$ cat config.mk
export PLATFORM = sky130hd
export DESIGN_NAME = hazard_ctrl
export DESIGN_NICKNAME = d
export VERILOG_FILES = /design/src/rtl/mips_pipe_pkg.sv /design/src/rtl/sat_counter.sv /design/src/rtl/hazard_ctrl.sv
export SDC_FILE = /design/constraint.sdc
export NUM_CORES = 1
export LEC_CHECK = 0
export ABC_AREA = 1
export CORE_MARGIN = 8
export CORE_UTILIZATION = 56
export DETAILED_ROUTE_END_ITERATION = 6
export PLACE_DENSITY = 0.85
export SETUP_SLACK_MARGIN = 0.05
export SLEW_MARGIN = 20
export SYNTH_ARGS = -nofsm -noshare
export SYNTH_HDL_FRONTEND = slang
export SYNTH_SLANG_ARGS = --single-unit
$ cat constraint.sdc
create_clock -name clk -period 2.5 [get_ports clk]
set_input_delay 0.5 -clock clk [delete_from_list [all_inputs] [get_ports clk]]
set_output_delay 0.5 -clock clk [all_outputs]
set_load 0.02 [all_outputs]
$ cat src/rtl/mips_pipe_pkg.sv
// mips_pipe_pkg: shared pipeline control types and constants for the 4-stage MIPS core.
package mips_pipe_pkg;
  typedef enum logic {ST_RUN = 1'b0, ST_MUL_WAIT = 1'b1} state_e;
  localparam logic [31:0] NOP_INSTR = 32'h0000_0000;
  localparam int STG_IF = 0;
  localparam int STG_ID = 1;
  localparam int STG_EX = 2;
  localparam int STG_WB = 3;
endpackage

$ cat src/rtl/sat_counter.sv
// sat_counter: width-parameterised increment-with-saturate counter.
module sat_counter #(
  parameter int W = 16
) (
  input  logic         clk,
  input  logic         rst_n,
  input  logic         inc_i,
  output logic [W-1:0] cnt_o
);
  always_ff @(posedge clk or negedge rst_n)
    if (!rst_n) cnt_o <= '0;
    else if (inc_i && !(&cnt_o)) cnt_o <= cnt_o + 1'b1;
endmodule

$ cat src/rtl/hazard_ctrl.sv
// hazard_ctrl: per-cycle enable/flush control for the IF/ID/EX/WB pipe,
// including the multi-cycle multiply stall and a stall-cycle statistic.
module hazard_ctrl
  import mips_pipe_pkg::*;
#(
  parameter int MUL_LATENCY = 4,
  parameter int CNT_W       = 16
) (
  input  logic             clk,
  input  logic             rst_n,
  input  logic             mem_busy_i,
  input  logic             branch_taken_i,
  input  logic             load_use_i,
  input  logic             mul_start_i,
  output logic             pc_en_o,
  output logic             ifid_en_o,
  output logic             ifid_flush_o,
  output logic             idex_en_o,
  output logic             idex_flush_o,
  output logic             exwb_en_o,
  output logic             exwb_flush_o,
  output logic             busy_o,
  output logic [CNT_W-1:0] stall_cycles_o
);
  state_e     r_state, w_state_nxt;
  logic [7:0] r_mul_cnt, w_mul_cnt_nxt;

  always_ff @(posedge clk or negedge rst_n)
    if (!rst_n) begin
      r_state   <= ST_RUN;
      r_mul_cnt <= '0;
    end else begin
      r_state   <= w_state_nxt;
      r_mul_cnt <= w_mul_cnt_nxt;
    end

  // Freeze outranks everything and holds the multiply countdown.
  always_comb begin
    w_state_nxt   = r_state;
    w_mul_cnt_nxt = r_mul_cnt;
    pc_en_o       = 1'b1;
    ifid_en_o     = 1'b1;
    ifid_flush_o  = 1'b0;
    idex_en_o     = 1'b1;
    idex_flush_o  = 1'b0;
    exwb_en_o     = 1'b1;
    exwb_flush_o  = 1'b0;
    if (mem_busy_i) begin
      pc_en_o   = 1'b0;
      ifid_en_o = 1'b0;
      idex_en_o = 1'b0;
      exwb_en_o = 1'b0;
    end else if (r_state == ST_MUL_WAIT) begin
      pc_en_o       = 1'b0;
      ifid_en_o     = 1'b0;
      idex_en_o     = 1'b0;
      exwb_flush_o  = 1'b1;
      w_state_nxt   = (r_mul_cnt == 8'd0) ? ST_RUN : ST_MUL_WAIT;
      w_mul_cnt_nxt = (r_mul_cnt == 8'd0) ? r_mul_cnt : r_mul_cnt - 8'd1;
    end else if (branch_taken_i) begin
      ifid_flush_o = 1'b1;
      idex_flush_o = 1'b1;
    end else if (load_use_i) begin
      pc_en_o      = 1'b0;
      ifid_en_o    = 1'b0;
      idex_flush_o = 1'b1;
    end else if (mul_start_i) begin
      w_state_nxt   = ST_MUL_WAIT;
      w_mul_cnt_nxt = 8'(MUL_LATENCY - 1);
    end
  end

  assign busy_o = (r_state == ST_MUL_WAIT);

  sat_counter #(.W(CNT_W)) u_stall_cnt (
    .clk   (clk),
    .rst_n (rst_n),
    .inc_i (!pc_en_o),
    .cnt_o (stall_cycles_o)
  );
endmodule

# After elaboration in Yosys (flattened, before gate mapping)
# Index checks and enable logic that the tools add are counted.
# Widths: inputs -> output; s select.
# word_totals
regBits	25
wordCells	42
out_inout_bits	24
inputBits	6
# classes
n_addsub	2
reduce_logical	7
bitwise_logic	1
muxes	26
n_eq_ne	3
# op_table
cell	n
$mux 8	5
$mux 1	21
$add 16x1->16 const B	1
$reduce_and 16->1	1
$logic_not 8->1	1
$sub 8x1->8 const B	1
$reduce_and 5->1	1
$ne 2x1->1 const B	2
$logic_not 1->1	2
$ne 2x2->1 const B	1
$reduce_bool 2->1	1
$logic_and 1x1->1	1
$not 1->1	1

# Logic depth before layout (Yosys ltp)
# Gate-level depths: netlist of run 1.
# logic_depth
depth_word	6
mapped_depth	9
depth_no_buf	9

# Modules after synthesis
# A second synthesis of run 1 with hierarchy kept.
# hier_totals
cells_unflattened	259
area_unflattened_um2	1682.9
# by_module_without_submodules
module	area_each_um2	seq_area_each_um2	cells_each	instances
sat_counter	1052.3	400.4	158	1
hazard_ctrl	630.6	225.2	101	1

# Least setup slack after synthesis of run 1
# Ideal clock, no wire load.
# synth_timing
path_kind	register to output
startpoint	reg r_state (netlist: busy_o)
endpoint	out pc_en_o
slack_ps	536
t_arrival_ps	1464
required_ps	2000
path_stages_with_launch	5
n_path_buf	1
path_cell_list	dfrtp_1 > nor2_1 > o21ai_2 > inv_1 > buf_4
# synth_via
elab_chain_len	2
# synth_lines
item	line	source
from (decl)	hazard_ctrl.sv:25	state_e r_state, w_state_nxt;
from (signal assigned)	hazard_ctrl.sv:33	r_state <= w_state_nxt;
$mux 1 (2 in a row)	n/a	
to (decl)	hazard_ctrl.sv:15	output logic pc_en_o,
# Every way passes these cells.

# Worst setup path after layout of run 1
# layout_timing
startpoint	in mem_busy_i
endpoint	out exwb_flush_o
# layout_via
elab_chain_len	1
# layout_lines
item	line	source
from (decl)	hazard_ctrl.sv:11	input logic mem_busy_i,
$mux 1	hazard_ctrl.sv:48	if (mem_busy_i) begin
to (decl)	hazard_ctrl.sv:21	output logic exwb_flush_o,
# Every way passes these cells.

==> impl_metrics.env, run 1 <==
export IMPL_fin_area_mm2=0.00196
export IMPL_path_common_cell="clkdlybuf4s50_1"
export IMPL_numPortBuffers=29
export IMPL_cts_tree="yes"
export IMPL_pwr_share_comb_pct=46.1
export IMPL_via_per_inst=5.07
export IMPL_finalCriticalPeriod_ps=2370
export IMPL_status="completed"
export IMPL_layout_cells_most_common="nand2_1"
export IMPL_wire_per_inst_um=12.2
export IMPL_fp_dieW_um=69.2
export IMPL_placed_area_mm2=0.00193
export IMPL_syn_to_final_growth_pct=23.8
export IMPL_ys_ff_latch=25
export IMPL_fin_util_pct=71.9
export IMPL_internal_power_uw=841
export IMPL_path_buf_inv=3
export IMPL_post_cts_buffers=0
export IMPL_fin_cells=298
export IMPL_slew_violations=0
export IMPL_endpoint_kind="output pin"
export IMPL_power_switching_uw=611
export IMPL_diodes=0
export IMPL_setup_viol=0
export IMPL_clock_skew_final_ps=2.44
export IMPL_tns_ps=0
export IMPL_via_count=1510
export IMPL_most_common_layout_cells="nand2_1, nor2_1, dfrtp_1, clkdlybuf4s50_1, inv_1"
export IMPL_hold_path_class="primary input to async pin"
export IMPL_fin_crit_sh_pct=94.6
export IMPL_synth_cells=232
export IMPL_placed_cells_incl_taps=294
export IMPL_fmax_ghz=0.423
export IMPL_die_h_um=69.2
export IMPL_power_leakage_uw=0.000987
export IMPL_finalWeightedCongestion=0.878
export IMPL_rows=19
export IMPL_grt_max_degree=26
export IMPL_cts_root_buf="clkbuf_4"
export IMPL_p_sw_share_pct=42.1
export IMPL_die_area_mm2=0.00479
export IMPL_dr_pass1_iters=4
export IMPL_drc=0
export IMPL_pwr_share_seq_pct=41.5
export IMPL_hold_viol=0
export IMPL_grt_first_pass_wirelength_um=6420
export IMPL_cp_slowest_stage_delay_ps=630
export IMPL_initial_core_util_pct=58.0
export IMPL_nNetsFinal=277
export IMPL_tightest_slew_ps=430
export IMPL_maxCapViolations=0
export IMPL_antenna_left=0
export IMPL_ys_seq_area_share_pct=39.4
export IMPL_gr_total_overflow=0
export IMPL_coreArea_mm2=0.00273
export IMPL_worstSetupPathType="primary input to output pin"
export IMPL_first_iter_violations=86
export IMPL_clk_pin_slew_ps=130
export IMPL_dpl_hpwl_um=2750
export IMPL_synth_cell_types=25
export IMPL_clkLatencyLatePin_ps=320
export IMPL_avgSynthCellArea_um2=6.84
export IMPL_drive_above_1_share_pct=6.37
export IMPL_cpMaxStageDelayCell="clkdlybuf4s50_1"
export IMPL_ios=30
export IMPL_cts_buffers=3
export IMPL_ys_warnings_count=0
export IMPL_start_kind="primary input"
export IMPL_p_total_uw=1450
export IMPL_maxSlewHeadroom_pct=71.2
export IMPL_grt_total_usage_pct=15.8
export IMPL_worstPathRequired_ps=2000
export IMPL_htreeDepth=1
export IMPL_cts_max_path_buffers=2
export IMPL_crit_fanout=3
export IMPL_hold_buffers=0
export IMPL_clock_power_share_pct=12.3
export IMPL_power_density_mw_per_mm2=739
export IMPL_worstPathArrival_ps=1870
export IMPL_irDropWorstVdd_v=0.000765
export IMPL_cp_top_family="buffers and inverters"
export IMPL_syn_area_mm2=0.00159
export IMPL_syn_num_nets=241
export IMPL_wirelength_um=3630
export IMPL_rsz0062_at_grt="false"
export IMPL_cts_sinks=25
export IMPL_grt_pass1_vias=1484
export IMPL_crit_path_cell_trace="clkdlybuf4s50_1 -> buf_4 -> nor2_1 -> clkdlybuf4s50_1"
export IMPL_grt_antenna_before_repair=0
==> cell families after synthesis <==
| group | Yosys count | synth area share (%) |
|---|---|---|
| AOI/OAI and AO/OA | 15 | 5.84 |
| xor gates and xnor gates | 10 | 5.52 |
| adders and majority gates | 3 | 2.37 |
| buffers and inverters | 27 | 7.18 |
| DFF | 25 | 39.4 |
| and+or+nand+nor | 152 | 39.7 |
==> cell usage after synthesis (all sizes together) <==
library cell / n / area [um^2]
o21a: 1 / 7.51
ha: 3 / 37.5
nand4: 4 / 25.0
nand3: 16 / 85.1
nor2: 31 / 124
nand3b: 1 / 7.51
a21oi: 2 / 10.0
dfrtp: 25 / 626
o21ai: 12 / 75.1
xor2: 3 / 26.3
buf: 3 / 23.8
or2: 1 / 6.26
inv: 24 / 90.1
nand2: 99 / 382
xnor2: 7 / 61.3
==> routing by layer <==
layer  vias up  global-route usage [%]  wire, um
met4         0                    6.61        47
met5         -                       0         0
li1        788                       -         -
met3         4                    4.01       170
met2        33                    26.5      1790
met1       685                    18.6      1620
==> worst reg2reg max path: stages (launching register included) <==
cell and delay (ps):
dfrtp_1 450, ha_1 250, nand3_2 130, inv_2 70, nand2_4 80, nor2_1 50, nor2_1 230, buf_4 230
nand2_1 60, o21ai_0 60
==> state kept, by name, summed over array words and instances, names as in the netlist <==
register           count
busy_o                 1
u_stall_cnt.cnt_o     16
r_mul_cnt              8
==> repair_timing <==
| action | in CTS | in global routing |
|---|---|---|
| resized for setup | 2 | 3 |
| gates cloned | 0 | 0 |
| setup endpoints to repair | 4 | 3 |
==> worst paths after layout <==
| kind | from | to | slack, ps | depth (start not counted) |
|---|---|---|---|---|
| setup / recovery | mem_busy_i | exwb_flush_o | 130 | 4 |
| hold / removal | rst_n | r_mul_cnt[6] | 520 | 2 |
| setup reg to reg | u_stall_cnt.cnt_o[0] | u_stall_cnt.cnt_o[3] | 840 | 9 |
| hold reg to reg | r_mul_cnt[1] | r_mul_cnt[1] | 540 | 2 |
| max in group asynchronous | rst_n | u_stall_cnt.cnt_o[9] | 1740 | 2 |
| min in group clk | r_mul_cnt[1] | r_mul_cnt[1] | 540 | 2 |
==> layout make-up <==
class	instances	area [um^2]
sequential	25	626
clock buffer	4	26.3
timing repair buffer	34	334
tap	31	38.8
multi-input combinational	180	850
inverter	24	90.1
fill	242	769
==> power by group through the flow <==
stage	Combinational, uW	Clock, uW	Sequential, uW
4_1_cts	678	189	602
3_3_place_gp	660	0	605
6_report	670	179	603
2_1_floorplan	412	0	640
5_1_grt	767	206	618
3_5_place_dp	675	0	608
==> metrics by stage <==
step,setup WS [ps],hold WS (ps)
2_1_floorplan,536,204
3_3_place_gp,47.1,508
3_5_place_dp,-18.4,515
4_1_cts,59.3,519
5_1_grt,66.8,542
6_report,134,520
Power figures use the tool's default switching activity.
==> inputs of run 2 (changes only) <==
--- a/config.mk
+++ b/config.mk
@@ -10,7 +10,6 @@
 export CORE_UTILIZATION = 56
 export DETAILED_ROUTE_END_ITERATION = 6
 export PLACE_DENSITY = 0.85
-export SETUP_SLACK_MARGIN = 0.05
 export SLEW_MARGIN = 20
 export SYNTH_ARGS = -nofsm -noshare
 export SYNTH_HDL_FRONTEND = slang
==> run 2 against run 1 <==
Sequential share of layout area barely moved. Combinational power barely moved. Core utilization fell by 0.091 points. Critical path type unchanged. Critical endpoint is now ifid_flush_o.
==> impl_metrics.env, run 2 (synthesis gave the netlist of run 1 again) <==
export IMPL_status="completed"
export IMPL_tightest_slew_ps=430
export IMPL_drive_above_1_share_pct=6.37
export IMPL_wirelength_um=3630
export IMPL_wl_met3_um=168
export IMPL_endpoint_kind="output pin"
export IMPL_dr_pass1_iters=4
export IMPL_clock_skew_final_ps=2.44
export IMPL_top_register="u_stall_cnt.cnt_o"
export IMPL_irDropWorstVdd_v=0.000765
export IMPL_worst_r2r_setup_slack_ps=840
export IMPL_fin_util_pct=71.8
export IMPL_fin_area_mm2=0.00196
export IMPL_p_sw_share_pct=42.1
export IMPL_initial_core_util_pct=58.0
export IMPL_power_switching_uw=611
export IMPL_internal_power_uw=841
export IMPL_grt_pass1_vias=1484
export IMPL_setup_viol=0
export IMPL_fin_crit_sh_pct=95.7
export IMPL_grt_total_usage_pct=15.8
export IMPL_slew_violations=0
export IMPL_nNetsFinal=277
export IMPL_dpl_hpwl_um=2750
export IMPL_via_count=1510
export IMPL_ios=30
export IMPL_htreeDepth=1
export IMPL_worstPathArrival_ps=1890
export IMPL_numPortBuffers=29
export IMPL_tns_ps=0
export IMPL_cts_root_buf="clkbuf_4"
export IMPL_top_layer_used="met4"
export IMPL_reg2reg_from="u_stall_cnt.cnt_o[0]"
export IMPL_gr_total_overflow=0
export IMPL_crit_path_cell_trace="clkdlybuf4s50_1 -> nor2_2 -> inv_1 -> nor2_1 -> clkdlybuf4s50_1"
export IMPL_cpMaxStageDelayCell="clkdlybuf4s50_1"
export IMPL_cp_top_family="buffers and inverters"
export IMPL_post_place_ws_ps=-18.4
export IMPL_hold_viol=0
export IMPL_maxCapViolations=0
export IMPL_drc=0
export IMPL_first_iter_violations=86
export IMPL_clk_pin_slew_ps=130
export IMPL_die_area_mm2=0.00479
export IMPL_grt_antenna_before_repair=0
export IMPL_cts_tree="yes"
export IMPL_power_leakage_uw=0.000972
export IMPL_largest_reg_flops=16
export IMPL_cts_sinks=25
export IMPL_pwr_share_comb_pct=46.2
export IMPL_post_cts_buffers=0
export IMPL_via_per_inst=5.07
export IMPL_clock_power_share_pct=12.3
export IMPL_wl_met1_um=1620
export IMPL_layout_cells_most_common="nand2_1"
export IMPL_hold_ws_ps=520
export IMPL_clkLatencyLatePin_ps=320
export IMPL_worstSetupPathType="primary input to output pin"
export IMPL_cts_buffers=3
export IMPL_power_density_mw_per_mm2=740
export IMPL_most_common_layout_cells="nand2_1, nor2_1, clkdlybuf4s50_1, dfrtp_1, inv_1"
export IMPL_finalWeightedCongestion=0.878
export IMPL_setup_slack_ps=108
export IMPL_antenna_left=0
export IMPL_path_common_cell="clkdlybuf4s50_1"
export IMPL_fp_dieW_um=69.2
export IMPL_rows=19
export IMPL_diodes=0
export IMPL_wire_per_inst_um=12.2
export IMPL_fmax_ghz=0.418
export IMPL_grt_first_pass_wirelength_um=6420
export IMPL_reg2regPathDepth=9
export IMPL_cp_slowest_stage_delay_ps=610
export IMPL_maxSlewHeadroom_pct=71.3
export IMPL_met2_length_um=1790
export IMPL_coreArea_mm2=0.00273
export IMPL_crit_fanout=3
export IMPL_die_h_um=69.2
export IMPL_placed_area_mm2=0.00193
export IMPL_r2r_end="u_stall_cnt.cnt_o[3]"
export IMPL_path_buf_inv=3
export IMPL_hold_path_class="primary input to async pin"
export IMPL_grt_max_degree=26
export IMPL_start_kind="primary input"
export IMPL_syn_to_final_growth_pct=23.7
export IMPL_cts_max_path_buffers=2
export IMPL_finalCriticalPeriod_ps=2390
export IMPL_pwr_share_seq_pct=41.5
export IMPL_hold_buffers=0
export IMPL_worstPathRequired_ps=2000
run 2: metal layers:
metal	up-vias	track usage, %
met4	0	6.61
met3	4	4.01
met1	685	18.6
met5	-	0
met2	33	26.5
li1	788	-
run 2: per-stage QoR:
step                      total power [uW]  cells
after floorplan                       1050    232
after global placement                1270    294
after detailed placement              1280    294
after CTS                             1470    298
after global routing                  1590    298
final                                 1450    298
run 2: final cells by class:
class / instances / area, um^2
inverter: 24 / 90.1
multi-input combinational: 180 / 850
sequential: 25 / 626
tap: 31 / 38.8
fill: 243 / 772
clock buffer: 4 / 26.3
timing repair buffer: 34 / 332
run 2: repair_timing:
item                                    in CTS  in global routing
pin swaps                                    0                  0
gates resized for setup                      2                  2
endpoints found under the setup margin       2                  2
run 2: power groups by stage:
stage,Sequential (uW),Combinational [uW],Clock (uW)
floorplan,640,412,0
global placement,605,660,0
detailed placement,608,675,0
CTS,602,678,189
global route,618,768,206
finish,603,670,179
run 2: worst max-delay path by stage:
stage,from,end,slack [ps],depth (start not counted)
floorplan,busy_o,pc_en_o,540,4
global placement,mem_busy_i,pc_en_o,50,5
detailed placement,mem_busy_i,pc_en_o,-20,5
CTS,mem_busy_i,ifid_en_o,60,5
global route,mem_busy_i,ifid_flush_o,-4,5
finish,mem_busy_i,ifid_flush_o,110,5
==> inputs of run 3 (changes only) <==
--- a/config.mk
+++ b/config.mk
@@ -10,6 +10,7 @@
 export CORE_UTILIZATION = 56
 export DETAILED_ROUTE_END_ITERATION = 6
 export PLACE_DENSITY = 0.85
+export SKIP_CTS_REPAIR_TIMING = 1
 export SLEW_MARGIN = 20
 export SYNTH_ARGS = -nofsm -noshare
 export SYNTH_HDL_FRONTEND = slang
==> run 3 against run 2 <==
Power about the same. Core utilization increased by 0.14 points. Routed wire length about the same. Design area grew 0.19%. Largest power group unchanged. Non-clock buffer count unchanged. Register-to-register slack about the same. Global-route usage did not move. Critical path depth is the same. Clock skew about the same. Clock power about the same. Largest cell class unchanged. Sequential power about the same. Worst setup slack is the same. Critical endpoint unchanged.
==> impl_metrics.env, run 3 (synthesis gave the netlist of run 1 again) <==
export IMPL_ios=30
export IMPL_grt_total_usage_pct=15.8
export IMPL_irDropWorstVdd_v=0.000765
export IMPL_placed_area_mm2=0.00193
export IMPL_status="completed"
export IMPL_grt_first_pass_wirelength_um=6420
export IMPL_hold_viol=0
export IMPL_path_buf_inv=3
export IMPL_worstPathRequired_ps=2000
export IMPL_endpoint_kind="output pin"
export IMPL_grt_pass1_vias=1484
export IMPL_fill_cells=241
export IMPL_maxSlewHeadroom_pct=71.2
export IMPL_clock_skew_final_ps=2.42
export IMPL_setup_viol=0
export IMPL_top_usage_layer="met2"
export IMPL_wirelength_um=3630
export IMPL_htreeDepth=1
export IMPL_wire_per_inst_um=12.2
export IMPL_power_density_mw_per_mm2=739
export IMPL_fmax_ghz=0.418
export IMPL_cp_top_family="buffers and inverters"
export IMPL_finalWeightedCongestion=0.878
export IMPL_antenna_left=0
export IMPL_internal_power_uw=842
export IMPL_worstSetupPathType="primary input to output pin"
export IMPL_most_common_layout_cells="nand2_1, nor2_1, clkdlybuf4s50_1, dfrtp_1, inv_1"
export IMPL_clk_pin_slew_ps=130
export IMPL_grt_antenna_before_repair=0
export IMPL_tightest_slew_ps=430
export IMPL_cts_buffers=3
export IMPL_cpMaxStageDelayCell="clkdlybuf4s50_1"
export IMPL_gr_total_overflow=0
export IMPL_pwr_share_seq_pct=41.5
export IMPL_cp_slowest_stage_delay_ps=610
export IMPL_clock_power_share_pct=12.3
export IMPL_start_kind="primary input"
export IMPL_cts_sinks=25
export IMPL_die_area_mm2=0.00479
export IMPL_grtUsageMet3_pct=4.01
export IMPL_path_common_cell="clkdlybuf4s50_1"
export IMPL_fin_area_mm2=0.00197
export IMPL_p_sw_share_pct=42.1
export IMPL_slew_violations=0
export IMPL_fp_dieW_um=69.2
export IMPL_use_met1_pct=18.6
export IMPL_largest_reg_flops=16
export IMPL_first_iter_violations=93
export IMPL_power_switching_uw=611
export IMPL_cts_tree="yes"
export IMPL_p_total_uw=1450
export IMPL_syn_to_final_growth_pct=23.9
export IMPL_power_leakage_uw=0.000982
export IMPL_clkLatencyLatePin_ps=320
export IMPL_fin_crit_sh_pct=95.7
export IMPL_nNetsFinal=277
export IMPL_cts_max_path_buffers=2
export IMPL_dr_pass1_iters=4
export IMPL_via_count=1510
export IMPL_die_h_um=69.2
export IMPL_top_register="u_stall_cnt.cnt_o"
export IMPL_coreArea_mm2=0.00273
export IMPL_dpl_hpwl_um=2750
export IMPL_drc=0
export IMPL_pwr_share_comb_pct=46.2
export IMPL_maxCapViolations=0
export IMPL_layout_cells_most_common="nand2_1"
export IMPL_tns_ps=0
export IMPL_cts_root_buf="clkbuf_4"
export IMPL_via_per_inst=5.07
export IMPL_diodes=0
export IMPL_grt_max_degree=26
export IMPL_hold_path_class="primary input to async pin"
export IMPL_crit_fanout=3
export IMPL_use_met2_pct=26.5
export IMPL_drive_above_1_share_pct=6.37
export IMPL_worstPathArrival_ps=1890
export IMPL_crit_path_cell_trace="clkdlybuf4s50_1 -> nor2_2 -> inv_1 -> nor2_1 -> clkdlybuf4s50_1"
export IMPL_rows=19
export IMPL_numPortBuffers=29
export IMPL_finalCriticalPeriod_ps=2390
export IMPL_initial_core_util_pct=58.0
run 3: power by group through the flow:
stage	Sequential, uW	Clock (uW)	Combinational, uW
floorplan	640	0	412
global placement	605	0	660
detailed placement	608	0	675
CTS	602	189	678
global route	618	206	769
finish	603	179	671
run 3: layout make-up:
cell class	instances	area [um^2]	area share [%]
Timing Repair Buffer	34	335	17.1
Inverter	24	90.1	4.58
Multi-Input combinational cell	180	850	43.2
Clock buffer	4	26.3	1.34
Sequential cell	25	626	31.8
Tap cell	31	38.8	1.97
run 3: per-layer routing:
metal,part of all wire (%),wire (um)
met3,4.6,168
met1,45,1630
met5,0,0
met4,1.3,47
met2,49,1790
run 3: worst register-to-register path, stage by stage (launching register included):
cell and delay, ps:
dfrtp_1 450, ha_1 250, nand3_2 130, inv_2 70, nand2_4 80, nor2_1 50, nor2_1 230, buf_4 230
nand2_1 60, o21ai_0 60
run 3: per-stage QoR:
step | hold WS [ps] | utilization, % | worst slack (ps) | instances
after floorplan | 204 | - | 536 | 232
after global placement | 508 | 70.6 | 47.1 | 294
final | 519 | 71.9 | 108 | 298
after CTS | 519 | 71.5 | -27.6 | 298
after global routing | 542 | 71.9 | -4.41 | 298
after detailed placement | 515 | 70.6 | -18.4 | 294
run 3: worst paths after layout:
check | cells past startpoint | slack (ps) | startpoint | end
min | 2 | 520 | rst_n | r_mul_cnt[6]
max | 5 | 110 | mem_busy_i | ifid_flush_o
max in group asynchronous | 2 | 1740 | rst_n | u_stall_cnt.cnt_o[9]
min reg2reg | 2 | 540 | r_mul_cnt[1] | r_mul_cnt[1]
min in group clk | 2 | 540 | r_mul_cnt[1] | r_mul_cnt[1]
max reg2reg | 9 | 840 | u_stall_cnt.cnt_o[0] | u_stall_cnt.cnt_o[3]
